File: config.mk
export PLATFORM = sky130hd
export DESIGN_NAME = gated_demod_accum
export DESIGN_NICKNAME = d
export VERILOG_FILES = /design/src/rtl/gated_demod_accum.sv
export SDC_FILE = /design/constraint.sdc
export NUM_CORES = 1
export LEC_CHECK = 0
export CAP_MARGIN = 20
export CORE_UTILIZATION = 55
export CTS_CLUSTER_SIZE = 25
export DETAILED_ROUTE_END_ITERATION = 7
export GPL_TIMING_DRIVEN = 0
export PLACE_DENSITY_LB_ADDON = 0.12
export SETUP_SLACK_MARGIN = 0.4
export SLEW_MARGIN = 10
export SYNTH_ARGS = -nofsm -noshare
export SYNTH_HDL_FRONTEND = slang
export SYNTH_SLANG_ARGS = --single-unit
File: constraint.sdc
create_clock -name clk -period 7.1 [get_ports clk]
set_clock_uncertainty 0.15 [all_clocks]
set_input_delay 1.42 -clock clk [delete_from_list [all_inputs] [get_ports clk]]
set_output_delay 1.42 -clock clk [all_outputs]
set_load 0.05 [all_outputs]
File: src/rtl/gated_demod_accum.sv
// rtl/gated_demod_accum.sv - gated square-wave demodulator accumulating signed samples per modulation period
module gated_demod_accum #(
    parameter int HALF_LEN = 64,
    parameter int DEAD     = 4,
    parameter int DIN_W    = 16
) (
    input  logic                    clk,
    input  logic                    n_rst,
    input  logic                    en,
    input  logic                    trig,
    input  logic                    adc_valid,
    input  logic signed [DIN_W-1:0] adc_data,
    input  logic                    polarity,
    output logic signed [31:0]      dout,
    output logic                    dout_valid,
    output logic                    busy,
    output logic [7:0]              err_cnt
);

    localparam int CNT_W = (HALF_LEN > 2) ? $clog2(HALF_LEN) : 1;

    typedef enum logic [1:0] {IDLE, ARM, H1, H2} state_t;

    state_t                 state;
    logic signed [31:0]     acc;
    logic [CNT_W-1:0]       cnt;

    logic signed [31:0]     samp;
    logic                   take;
    logic                   last;
    logic signed [31:0]     sum_h2;
    logic signed [31:0]     result;
    logic signed [31:0]     acc_start;
    logic [CNT_W-1:0]       cnt_start;

    // Sample sign extension, dead-zone gating and the values a fresh H1 starts from
    always_comb begin
        samp      = {{(32-DIN_W){adc_data[DIN_W-1]}}, adc_data};
        take      = adc_valid && (int'(cnt) >= DEAD);
        last      = adc_valid && (cnt == CNT_W'(HALF_LEN - 1));
        sum_h2    = acc + samp;
        result    = polarity ? -sum_h2 : sum_h2;
        // The trigger cycle's sample is sample 0 of the new half, so it only counts when DEAD is 0
        acc_start = (adc_valid && (DEAD == 0)) ? -samp : 32'sd0;
        cnt_start = adc_valid ? CNT_W'(1) : CNT_W'(0);
    end

    // Period FSM with accumulator, counters and registered outputs
    always_ff @(posedge clk or negedge n_rst) begin
        if (!n_rst) begin
            state      <= IDLE;
            acc        <= '0;
            cnt        <= '0;
            dout       <= '0;
            dout_valid <= 1'b0;
            busy       <= 1'b0;
            err_cnt    <= '0;
        end else begin
            dout_valid <= 1'b0;
            if (!en) begin
                state <= IDLE;
                acc   <= '0;
                cnt   <= '0;
                busy  <= 1'b0;
            end else begin
                case (state)
                    IDLE: begin
                        state <= ARM;
                        busy  <= 1'b0;
                    end
                    ARM: begin
                        if (trig) begin
                            state <= H1;
                            acc   <= acc_start;
                            cnt   <= cnt_start;
                            busy  <= 1'b1;
                        end
                    end
                    H1: begin
                        if (trig) begin
                            if (err_cnt != 8'hFF) err_cnt <= err_cnt + 8'd1;
                            acc <= acc_start;
                            cnt <= cnt_start;
                        end else if (adc_valid) begin
                            if (take) acc <= acc - samp;
                            if (last) begin
                                state <= H2;
                                cnt   <= '0;
                            end else begin
                                cnt <= cnt + CNT_W'(1);
                            end
                        end
                    end
                    H2: begin
                        if (last) begin
                            // A coincident trigger starts the next period without counting as an error
                            dout       <= result;
                            dout_valid <= 1'b1;
                            acc        <= '0;
                            cnt        <= '0;
                            if (trig) begin
                                state <= H1;
                                busy  <= 1'b1;
                            end else begin
                                state <= ARM;
                                busy  <= 1'b0;
                            end
                        end else if (trig) begin
                            if (err_cnt != 8'hFF) err_cnt <= err_cnt + 8'd1;
                            state <= H1;
                            acc   <= acc_start;
                            cnt   <= cnt_start;
                        end else if (adc_valid) begin
                            if (take) acc <= acc + samp;
                            cnt <= cnt + CNT_W'(1);
                        end
                    end
                    default: begin
                        state <= IDLE;
                        busy  <= 1'b0;
                    end
                endcase
            end
        end
    end

endmodule

# Word level (Yosys, flattened, before mapping)
# Cells that the tools add are included.
[word_totals] output_inout_bits=42 regBits=82 input_bits=22
[op_classes] muxes=41 reduce_logical=10 add_sub_neg=5 eq_ne=17 order_cmp=1
[ops] cell="$mux 32" count=10
[ops] cell="$pmux 32 s3" count=1
[ops] cell="$mux 6" count=8
[ops] cell="$add 32x16->32" count=1
[ops] cell="$neg 32->32" count=1
[ops] cell="$sub 32x16->32" count=1
[ops] cell="$mux 8" count=3
[ops] cell="$pmux 6 s3" count=1
[ops] cell="$pmux 8 s2" count=1
[ops] cell="$ne 3x3->1 const B" count=5
[ops] cell="$mux 2" count=7
[ops] cell="$reduce_and 3->1" count=4
[ops] cell="$ne 5x5->1 const B" count=2
[ops] cell="$add 8x1->8 const B" count=1
[ops] cell="$mux 1" count=8
[ops] cell="$ne 4x1->1 const B" count=2
[ops] cell="$ne 4x4->1 const B" count=2
[ops] cell="$ne 8x8->1 const B" count=1
[ops] cell="$pmux 2 s4" count=1
[ops] cell="$add 6x1->6 const B" count=1
[ops] cell="$eq 6x6->1 const B" count=1
[ops] cell="$ge 6x3->1 const B" count=1
[ops] cell="$reduce_and 6->1" count=1
[ops] cell="$eq 2x2->1 const B" count=2
[ops] cell="7 further kinds" count=8

# Longest topological paths before layout
# Gate-level depths: netlist of the first run.
[depth] depth_word=8 mapped_depth=15

# Least setup slack after synthesis of the first run
# Ideal clock, no wire load.
[synth_path] path_kind="input -> register" startpoint="input adc_data[15]" endpoint="register dout[31]" n_path_buf=1 setup_slack_ns=2.259 cell_stages=13 arrival_ns=4.562 path_cell_list="inv_1 > ha_1 > clkbuf_1 > nor2_1 > nand2_1 > or4_1 > o41ai_1 > xnor2_1 > nor4b_1 > nand4b_1 > o41ai_2 > xnor2_1 > o21ai_1"
[synth_between] elab_chain_len=3
[synth_lines] element="start: declaration" line="12" rtl="input logic signed [DIN_W-1:0] adc_data,"
[synth_lines] element="$add 32x16->32 *" line="41" rtl="sum_h2 = acc + samp;"
[synth_lines] element="$neg 32->32" line="42" rtl="result = polarity ? -sum_h2 : sum_h2;"
[synth_lines] element="$mux 32 *" line="42"
[synth_lines] element="end signal: assignment" line="97" rtl="dout <= result;"
[synth_lines] element="end: declaration" line="14" rtl="output logic signed [31:0] dout,"
# Mark *: on every way between the ends. The rest lies on a longest branch, timed or not.
# A chain may end at the register's enable or synchronous reset.

# Worst setup path after layout of the first run
# Same ends and word-level chain as after synthesis.

==> impl_results.md, run 1 <==
* Status: completed
* Reg2reg end: dout[31]
* Post-synthesis compound-gate area fraction at roughly 29%
* Clk Tree Root Cell: clkbuf_16
* Remaining Overflow, GRT at 0
* Final WL at approximately 23 mm
* Post-synthesis simple-gate area fraction at 19.1%
* Syn Area/Cell at 7.96 um^2
* Worst setup endpoint: dout[31]
* Primary FF master, synth: dfrtp_1
* Worst-path fanout max at 18
* WP buf/inv at 3
* Count of different cell masters after synthesis at between 70 and 80
* Placer congestion estimate at between 0.9 and 1
* Sequential power share at approximately 32%
* Cts hold-fix bufs at 0
* CP Depth at 14
* Pin count of the biggest net entering global routing at 45
* Minimum clock period at 6090 ps
* Num rows at 43
* DRC violations left at 0
* Max capacitance violation total at 0
* Post-synthesis async set-or-reset flop share at 100%
* Clock share of power at between 30% and 40%
* Delay of the slowest critical-path stage at ~600 ps
* Die span in y at approximately 120 um
* Detailed Routing Iterations Pass 1 at 6
* Initial antenna violation count at 0
* Max VDD drop at about 0.00022 V
* Reg-to-reg startpoint: acc[13]
* Power per Cell Area at 176 nW/um^2
* Pint at 1030 uW
* GRT Total Usage at between 30% and 40%
* Hold slack at 312 ps
* Non-filler cells in the finished layout at roughly 1200
* Worst slew margin at between 30% and 40%
* Area Overhead vs Synth at 15.6%
* Flop and latch count out of synthesis at 82
* Clk slew on worst S/H paths at around 60 ps
* Via Count at roughly 8000
* Post-synthesis xor/xnor area fraction at a little under a tenth
* Most frequent cells in the layout: nand2_1, o21ai_0, dfrtp_1
* Top delay family on crit path: compound AO/OA/AOI/OAI gates
* Initial drt markers at 708
* First-pass GRT wire length at around 37 mm
* Psw at between 500 and 600 uW
* Number of synthesized flops with an enable pin at 0
* Switching power share of the total at 35.5%
* CTS tree: yes
* Post-synthesis cell area at roughly 7900 um^2
* Crit path launch: adc_data[15]
* Final nets at 1153
* CTS buffer count at 9
* RSZ-0062 raised after global routing: no
* Fin crit share at 85.7%
* Syn nets at 1078
* Top-Level Pins at 64
* Arr. time, crit path at between 6000 and 7000 ps
* DR vias/cell at between 6 and 7
* Hold Crit Class: reg2reg
* Detail Placement HPWL at approximately 18 mm
* Cell mode on critical path: xnor2_1
* Placed Instances at ~1200
* Critical Path End Type: flip-flop
* Layout fillers at 1226
* N_diodes at 0
* Routed Antenna Nets at 0
* Clk_lat worst skew at approximately 350 ps
* R2R setup slack at roughly 2600 ps
* Worst path cell trace: clkbuf_2, inv_1, ha_1, buf_2, nor4_2, nand2_1, a211oi_1, o21a_1, a311oi_1, o31ai_1, xnor2_1, o41ai_2, xnor2_1, o21ai_1
* Post-layout utilization of the core at around two thirds
* Die Area at 14800 um^2
* Required time of the critical path at 7170 ps
* Die width at roughly 120 um
* Largest family of logic cells by synthesized area: compound AO/OA/AOI/OAI gates
* FMAX at approximately 160 MHz
* Synth Area in Adders at 11.0%
* Vias in the first global route at around 7100
* Pins over their slew limit at 0
* R2r worst-path depth at 12
* CP max stage cell: a211oi_1
* Starting Density at 56.4%
* Share of cells above drive strength 1 at ~5.3%
* Max Root-Sink Buffers at 2
* Cell count after synthesis at 988
* Final Hold Violating Endpoints at 0
* Final setup fails at 0
* Clock sink count at 82
* Comb pwr share at between 30% and 40%
* H-tree depth at 3
* Startpoint types: input port
* DR WL/cell at around 18 um
* Commonest non-fill, non-tap cell in the layout: nand2_1
* Hold Path Stages at 2
* Cell leakage power at ~0.0039 uW
* CP Class: in2reg
* Mux contribution to synthesized area at less than 1%
* Port Buffers at 63
* Core area at 13900 um^2
* Worst Tran Pin Value at between 900 and 1000 ps
* Synthesis Warnings at 0
* Sequential area share after synthesis at a little over a quarter
worst reg2reg max path, cell delays in order (launching register included):
cell      delay, ps
dfrtp_1         400
ha_1            280
buf_2           180
nor4_2          710
nand2_1         110
a211oi_1        600
o21a_1          430
a311oi_1        230
o31ai_1         340
xnor2_1         260
o41ai_2         440
xnor2_1         180
o21ai_1          70
what timing repair did:
item	CTS	global route
buffers inserted	0	0
resized for setup	1	2
gates cloned	0	0
hold endpoints to repair	0	0
setup endpoints to repair	1	4
how the worst min path moves through the flow:
stage	slack (ps)	from	end
after CTS	320	dout[12]	dout[12]
after global routing	350	dout[7]	dout[7]
after floorplan	320	cnt[5]	cnt[5]
final	310	dout[12]	dout[12]
after detailed placement	310	dout[12]	dout[12]
after global placement	300	dout[12]	dout[12]
layout make-up:
type / instances / area, um^2 / share of cell area (%)
multi-input cells: 803 / 5410 / 59.6
flip-flops and latches: 82 / 2050 / 22.6
repair buffers: 64 / 651 / 7.16
clock buffers: 10 / 239 / 2.63
well taps: 180 / 225 / 2.48
inverters: 54 / 203 / 2.23
plain buffers: 49 / 195 / 2.15
clock inverters: 6 / 113 / 1.24
synth_stat cells, types with 3 or more instances:
library cell | n | area [um^2]
a211oi_1 | 8 | 60.1
a21boi_0 | 7 | 52.6
a21o_1 | 13 | 97.6
a21oi_1 | 66 | 330
a221o_1 | 9 | 90.1
a221oi_1 | 4 | 35.0
a22o_1 | 7 | 61.3
a22oi_1 | 5 | 37.5
a31oi_1 | 7 | 43.8
a32o_1 | 6 | 60.1
and2_1 | 5 | 31.3
and3_1 | 6 | 37.5
buf_1 | 4 | 15.0
buf_2 | 9 | 45.0
clkbuf_1 | 36 | 135
dfrtp_1 | 82 | 2050
ha_1 | 66 | 826
inv_1 | 53 | 199
mux2_2 | 5 | 56.3
nand2_1 | 113 | 424
nand2b_1 | 8 | 50.1
nand3_1 | 23 | 115
nand3b_1 | 3 | 22.5
nand4_1 | 12 | 75.1
nor2_1 | 73 | 274
nor2b_1 | 15 | 93.8
nor3_1 | 21 | 105
nor4_1 | 3 | 18.8
o2111ai_1 | 3 | 26.3
o211ai_1 | 14 | 105
o21a_1 | 6 | 45.0
o21ai_0 | 98 | 490
o21ai_1 | 7 | 35.0
o21bai_1 | 13 | 97.6
o221ai_1 | 11 | 96.3
o22ai_1 | 10 | 62.6
o311ai_0 | 3 | 26.3
o31ai_1 | 13 | 97.6
o32ai_1 | 4 | 35.0
o41ai_1 | 3 | 26.3
or2_2 | 5 | 31.3
or3_1 | 5 | 31.3
or4_1 | 5 | 37.5
xnor2_1 | 60 | 526
xor2_1 | 21 | 184
flip-flops by register name (all words and copies together) (netlist names):
signal,flops
dout,32
busy,1
dout_valid,1
err_cnt,8
cnt,6
state,2
acc,32
cells by family after synthesis:
logic type               Yosys count
AO/OA/AOI/OAI                    338
AND/OR/NAND/NOR                  309
buffers and inverters            103
XOR/XNOR                          82
flip-flops                        82
adder cells (fa/ha/maj)           68
multiplexers                       6
power groups by stage:
stage	logic (uW)	clock network (uW)	registers [uW]
after floorplan	342	0	544
after global placement	514	0	519
after detailed placement	519	0	519
after CTS	523	564	511
after global routing	579	582	514
final	533	554	512
metrics by stage:
step	worst slack, ps	setup TNS (ps)	power (uW)	instance area [um^2]
finish	1010	0	1600	9090
global route	726	0	1670	9090
CTS	619	0	1600	9090
detailed placement	-2.54	-2.54	1040	8740
global placement	63.1	0	1030	8720
floorplan	2260	0	886	7860
routing by layer:
layer | vias up | track usage [%] | wire length [um]
met5 | - | 0 | 0
met4 | 0 | 11.5 | 507
met3 | 46 | 5.48 | 1860
met2 | 342 | 48.2 | 9800
met1 | 3678 | 47.1 | 10800
li1 | 3750 | - | -
Note: power is estimated with default switching activity, not from simulation.
==> inputs of run 2 (changes only) <==
--- a/config.mk
+++ b/config.mk
@@ -6,6 +6,7 @@
 export NUM_CORES = 1
 export LEC_CHECK = 0
 export CAP_MARGIN = 20
+export CORE_MARGIN = 5
 export CORE_UTILIZATION = 55
 export CTS_CLUSTER_SIZE = 25
 export DETAILED_ROUTE_END_ITERATION = 7
==> impl_results.md, run 2 (synthesis gave the netlist of run 1 again) <==
* Max Root-Sink Buffers at 2
* Die width at 130 um
* Die Area at about 17000 um^2
* CP Class: in2reg
* Core area at ~14000 um^2
* Detail Placement HPWL at 18.2 mm
* Max VDD drop at between 0.00015 and 0.0002 V
* Power per Cell Area at 173 nW/um^2
* Clock sink count at just over 80
* Worst slew margin at about a third
* Placed Instances at 1232
* H-tree depth at 3
* Minimum clock period at around 6000 ps
* Most frequent cells in the layout: nand2_1, o21ai_0, dfrtp_1
* Via Count at 7844
* Cell mode on critical path: o211ai_1
* Biggest regs: acc x32, dout x32, err_cnt x8
* Die span in y at about 130 um
* Initial antenna violation count at 0
* FMAX at ~160 MHz
* Clk_lat worst skew at 350 ps
* Final Hold Violating Endpoints at 0
* Final setup fails at 0
* DR vias/cell at between 6 and 7
* Share of cells above drive strength 1 at between 5 and 6%
* Placer congestion estimate at approximately 0.95
* Hold Crit Class: reg2reg
* DR WL/cell at between 15 and 20 um
* DRC violations left at 0
* Total power draw at between 1500 and 2000 uW
* First-pass GRT wire length at 38.2 mm
* Area Overhead vs Synth at 15.4%
* Cts hold-fix bufs at 0
* RSZ-0062 raised after global routing: no
* Delay of the slowest critical-path stage at between 600 and 700 ps
* Required time of the critical path at 7170 ps
* Clk slew on worst S/H paths at roughly 60 ps
* Routed Antenna Nets at 0
* Port Buffers at 63
* Status: completed
* Starting Density at 56.4%
* Pin count of the biggest net entering global routing at 46
* Top-Level Pins at 64
* WP buf/inv at 3
* Commonest non-fill, non-tap cell in the layout: nand2_1
* Cell leakage power at 0.00386 uW
* Layout fillers at 1281
* N_diodes at 0
* Num rows at 43
* Worst-path fanout max at 18
* Max capacitance violation total at 0
* Startpoint types: input port
* Non-filler cells in the finished layout at 1248
* Pins over their slew limit at 0
* Clk Tree Root Cell: clkbuf_16
* Remaining Overflow, GRT at 0
* Critical Path End Type: flip-flop
* CP max stage cell: nor4_2
* GRT Total Usage at between 20 and 30%
* CTS tree: yes
* Final WL at ~24 mm
* Worst Tran Pin Value at ~1000 ps
* Vias in the first global route at around 7300
* Detailed Routing Iterations Pass 1 at 5
* Worst path cell trace: clkbuf_2, inv_1, ha_1, buf_2, nor4_2, o211ai_1, o2111ai_1, a211o_1, o21a_1, o211ai_1, nor4b_1, nand4b_1, o41ai_2, xnor2_1, o21ai_1
* Fin crit share at a little under nine tenths
* Top delay family on crit path: compound AO/OA/AOI/OAI gates
* Postcts setup bufs at 0
* Initial drt markers at 701
* Final nets at approximately 1200
* CTS buffer count at 9
* Arr. time, crit path at approximately 6200 ps
## run 2: changes by cell type in the layout (fill, tap and decap cells not counted), sizes merged
cell      change
clkinv        -1
clkinvlp      +2
bufinv        -1
## run 2: worst paths after layout
check	depth (start not counted)	endpoint	startpoint	slack [ps]
min in group asynchronous	1	acc[3]	n_rst	900
max in group asynchronous	2	acc[16]	n_rst	5270
worst max register to register	13	dout[31]	acc[13]	2570
worst min-delay path	2	dout[12]	dout[12]	310
worst min register to register	2	dout[12]	dout[12]	310
worst max-delay path	15	dout[31]	adc_data[15]	970
## run 2: worst register-to-register path, cell delays in order, from the launching register on
cell	delay (ps)
dfrtp_1	400
ha_1	280
buf_2	180
nor4_2	750
o211ai_1	370
o2111ai_1	260
a211o_1	170
o21a_1	320
o211ai_1	200
nor4b_1	500
nand4b_1	240
o41ai_2	350
xnor2_1	180
o21ai_1	80
## run 2: layer usage
metal,vias up,wire length [um],global-route usage (%),share of wire (%)
li1,3745,-,-,-
met1,3744,10800,40.5,45
met2,302,10200,42.4,42
met3,53,2380,7.87,9.9
met4,0,609,11.1,2.5
met5,-,0,0,0
## run 2: timing repair
| action | in CTS | in global routing |
|---|---|---|
| setup endpoints to repair | 4 | 6 |
| gates resized for setup | 1 | 3 |
| cloned | 0 | 0 |
| endpoints found under the hold margin | 0 | 0 |
## run 2: layout make-up
type | count | area, um^2 | area share [%]
Timing Repair Buffer | 64 | 651 | 7.17
Inverter | 54 | 203 | 2.23
Clock buffer | 10 | 239 | 2.63
Sequential cell | 82 | 2050 | 22.6
Clock inverter | 6 | 88.8 | 0.979
Multi-Input combinational cell | 803 | 5420 | 59.7
Buffer | 49 | 195 | 2.15
Tap cell | 180 | 225 | 2.48
## run 2: stage by stage
step	area [um^2]	util (%)	setup WS, ps	hold slack, ps	TNS, ps
global route	9070	65.1	788	349	0
global placement	8720	62.6	-63.7	303	-101
detailed placement	8740	62.8	-140	306	-302
CTS	9070	65.1	508	319	0
floorplan	7860	-	2260	323	0
finish	9070	65.1	967	311	0
## run 2: power by group
part	switching (uW)	internal, uW
clock network	202	318
logic	349	189
registers	22.7	488
